<file path="config.mk">
export PLATFORM = sky130hd
export DESIGN_NAME = flash
export DESIGN_NICKNAME = d
export VERILOG_FILES = /design/src/rtl/flash.sv
export SDC_FILE = /design/constraint.sdc
export NUM_CORES = 1
export LEC_CHECK = 0
export BUFFER_PORTS_ARGS = -buffer_cell sky130_fd_sc_hd__buf_2
export CAP_MARGIN = 20
export CORE_AREA = 5 5 42 44
export DETAILED_ROUTE_END_ITERATION = 12
export DIE_AREA = 0 0 47 49
export GPL_TIMING_DRIVEN = 1
export PLACE_DENSITY = 0.6
export SYNTH_ARGS = -nofsm -noshare
export SYNTH_HDL_FRONTEND = slang
export SYNTH_SLANG_ARGS = --single-unit
</file>
<file path="constraint.sdc">
create_clock -name clk -period 2.3 [get_ports clk]
set_input_delay 0.23 -clock clk [delete_from_list [all_inputs] [get_ports clk]]
set_output_delay 0.23 -clock clk [all_outputs]
set_load 0.02 [all_outputs]
</file>
<file path="src/rtl/flash.sv">
// LED flasher: a synchronized rising edge on sw launches a burst of
// FLASH_COUNT on-phases separated by off-phases, then returns to idle.
module flash #(
    parameter int unsigned ON_CYCLES   = 2,
    parameter int unsigned OFF_CYCLES  = 2,
    parameter int unsigned FLASH_COUNT = 3
) (
    input  logic sw,
    output logic ld,
    input  logic clk,
    input  logic rst
);

    localparam int unsigned PMAX = (ON_CYCLES > OFF_CYCLES) ? ON_CYCLES : OFF_CYCLES;
    localparam int unsigned PW   = $clog2(PMAX + 1);
    localparam int unsigned FW   = $clog2(FLASH_COUNT + 1);

    typedef enum logic [1:0] {
        IDLE = 2'd0,
        ON   = 2'd1,
        OFF  = 2'd2
    } state_t;

    state_t          state;
    logic [PW-1:0]   phase;
    logic [FW-1:0]   flashes;
    logic            s1;
    logic            s2;
    logic            s2_d;
    logic            start;

    assign start = s2 & ~s2_d;

    // Two-flop synchronizer plus edge-detect delay flop.
    always_ff @(posedge clk) begin
        if (rst) begin
            s1   <= 1'b0;
            s2   <= 1'b0;
            s2_d <= 1'b0;
        end else begin
            s1   <= sw;
            s2   <= s1;
            s2_d <= s2;
        end
    end

    // Burst sequencer; ld is loaded with the value of (next state == ON).
    always_ff @(posedge clk) begin
        if (rst) begin
            state   <= IDLE;
            ld      <= 1'b0;
            phase   <= '0;
            flashes <= '0;
        end else begin
            case (state)
                IDLE: begin
                    phase <= '0;
                    if (start) begin
                        state   <= ON;
                        ld      <= 1'b1;
                        flashes <= FW'(1);
                    end else begin
                        ld      <= 1'b0;
                        flashes <= '0;
                    end
                end
                ON: begin
                    if (phase == PW'(ON_CYCLES - 1)) begin
                        phase <= '0;
                        ld    <= 1'b0;
                        if (flashes == FW'(FLASH_COUNT)) begin
                            state   <= IDLE;
                            flashes <= '0;
                        end else begin
                            state <= OFF;
                        end
                    end else begin
                        phase <= phase + PW'(1);
                        ld    <= 1'b1;
                    end
                end
                OFF: begin
                    if (phase == PW'(OFF_CYCLES - 1)) begin
                        state   <= ON;
                        ld      <= 1'b1;
                        phase   <= '0;
                        flashes <= flashes + FW'(1);
                    end else begin
                        phase <= phase + PW'(1);
                        ld    <= 1'b0;
                    end
                end
                default: begin
                    state   <= IDLE;
                    ld      <= 1'b0;
                    phase   <= '0;
                    flashes <= '0;
                end
            endcase
        end
    end

endmodule

</file>
==> flow_summary.toml <==
[power_and_ir_drop]
ir_drop_v = 0.000393
cellPowerDensity_nw_per_um2 = 1070
p_leak_nw = 0.244

[logic_synthesis]
synth_area_um2 = 504
yosysUniqueCellTypes = 19
ys_seq_area_frac = 0.397
avgSynthCellArea_um2 = 10.1
synthCells = 50
synth-seq-cells = 10
yosys_warnings = 0
syn-num-nets = 60

[critical_path]
critPathLaunchType = "flip-flop"
required_ns = 2.46
crit_fanout = 4
critPathArrivalTime_ns = 1.68
cp_cell_sequence = "inv_1, ha_1, nor2b_1, o21ai_0, mux2i_1, nor2_1"
setup.worst_path.class = "reg2reg"
cp-end-kind = "flip-flop"
slowest_delay_ns = 0.39
slowest_stage = "dfxtp_1"
crit_buf_inv = 1
crit_family = "flip-flops"

[route]
vias = 344
wl_um = 797
wl_per_cell_um = 11.1
ant_nets = 0
via_per_inst = 4.78
dr.pass1.iters = 2
drc_errors = 0
drt_iter0_drc = 3

[clock_network]
clock_latency_ns = 0.27
post_cts_buffers = 0
root_buffer = "clkbuf_4"
cts_hold_buf = 0
cts.sinks = 10
cts_tree = "done"
numCtsBuffers = 3
cts_resized = 0
clkTransAtPathRegs_ns = 0.07
clock_path_buffers = 2
ctsHtreeMaxLevel = 1

[place]
io_buffers = 3
placed_cells = 68
routabilityCongestion = 0.708
hpwl_um = 602

[finish]
final_nets = 67
nFillCells = 153
diodes = 0
final_cells = 72
drive_above_1_share = 0.214
area_delta_synth_final_pct = 13.2
final_cell_mix = "dfxtp_1, ha_1, nor2_1"
final_common_cell = "dfxtp_1"

[global_routing]
track_usage = 0.0876
grt_pass1_vias = 336
grt-ovfl-total = 0
antenna_found_initial = 0
grt_use_met1 = 0.104
grt_pass1_wl_um = 1390
grt_util_met3 = 0.0221
grt_max_degree = 10
use_met2 = 0.120
globalRoute.busiestLayer = "met2"

[floorplanning]
core_um2 = 1400
die_w_um = 47
dieArea_um2 = 2300
io_pins = 4
num_rows = 14
initial_core_util = 0.360
die-height_um = 49

[timing]
fmax_mhz = 660
rsz0062_at_grt = "false"
hold_viol = 0
finalClockSkew_ns = 0.00240
drv_slew = 0
fin_setup_tns_ns = 0
relSlewSlack = 0.815
worst_pin_slew_ns = 0.275
post-route-period-util = 0.659
layout_min_cycle_time_ns = 1.52
fin_hold_ws_ns = 0.170
setup_viol = 0

[job]
maxCapViolCount = 0

[hold_path]
hold_path.class = "in2reg"

[run_status]
status = "completed"
-- registers in the layout, summed over array words and instances (netlist names) --
| register | cells |
|---|---|
| flashes | 2 |
| s2 | 1 |
| s1 | 1 |
| state | 2 |
| ld | 1 |
| s2_d | 1 |
| phase | 2 |
-- per-layer routing --
layer	vias up	wire, um
met5	-	0
met2	5	362
li1	177	-
met4	0	40
met1	157	363
met3	5	31
-- power by group --
| part | internal, mW | total [mW] | switching, mW | leakage (nW) |
|---|---|---|---|---|
| logic | 0.112 | 0.232 | 0.121 | 0.141 |
| registers | 0.200 | 0.221 | 0.0206 | 0.0816 |
| clock network | 0.0963 | 0.159 | 0.0627 | 0.0210 |
-- path summary, 6_finish.rpt --
path	from	endpoint	slack (ns)	cells past startpoint
worst max-delay path	state[0]	flashes[0]	0.78	6
worst min-delay path	sw	s1	0.17	2
worst max register to register	state[0]	flashes[0]	0.78	6
worst min register to register	phase[0]	phase[0]	0.43	1
-- final cells by class --
type / instances / area, um^2 / share of cell area
multi-input cells: 36 / 288 / 0.504
flip-flops and latches: 10 / 200 / 0.351
clock buffers: 4 / 36.3 / 0.0636
well taps: 16 / 20.0 / 0.0351
repair buffers: 3 / 15.0 / 0.0263
inverters: 3 / 11.3 / 0.0197
-- metrics by stage --
step / setup slack (ns) / util / power, mW / cell area [um^2]
after CTS: 0.774 / 0.407 / 0.620 / 571
final: 0.784 / 0.407 / 0.613 / 571
after detailed placement: 0.796 / 0.381 / 0.458 / 534
after global placement: 0.788 / 0.381 / 0.456 / 534
after floorplan: 0.920 / - / 0.418 / 504
after global routing: 0.638 / 0.407 / 0.659 / 571
-- synthesized netlist by cell type, drive strengths merged --
cell,instances,area [um^2]
o21bai,1,11.3
dfxtp,10,200
mux2i,3,30.0
a211oi,2,20.0
nand2,1,3.75
a21oi,2,10.0
or3b,1,8.76
a21boi,1,18.8
clkbuf,1,5.00
nor2b,4,25.0
nand3b,1,7.51
inv,3,11.3
ha,7,87.6
nand2b,4,25.0
nor2,7,28.8
nand4,1,6.26
o21ai,1,5.00
-- logic make-up (layout without fill, tap and decap cells) --
kind of cell | count (synthesis) | in the layout | share of synthesized area
and+or+nand+nor | 19 | 19 | 0.208
DFF | 10 | 10 | 0.397
muxes | 3 | 3 | 0.0596
AOI/OAI and AO/OA | 7 | 7 | 0.129
adders and majority gates | 7 | 7 | 0.174
buffers and inverters | 4 | 10 | 0.0322
Power figures use the tool's default switching activity.
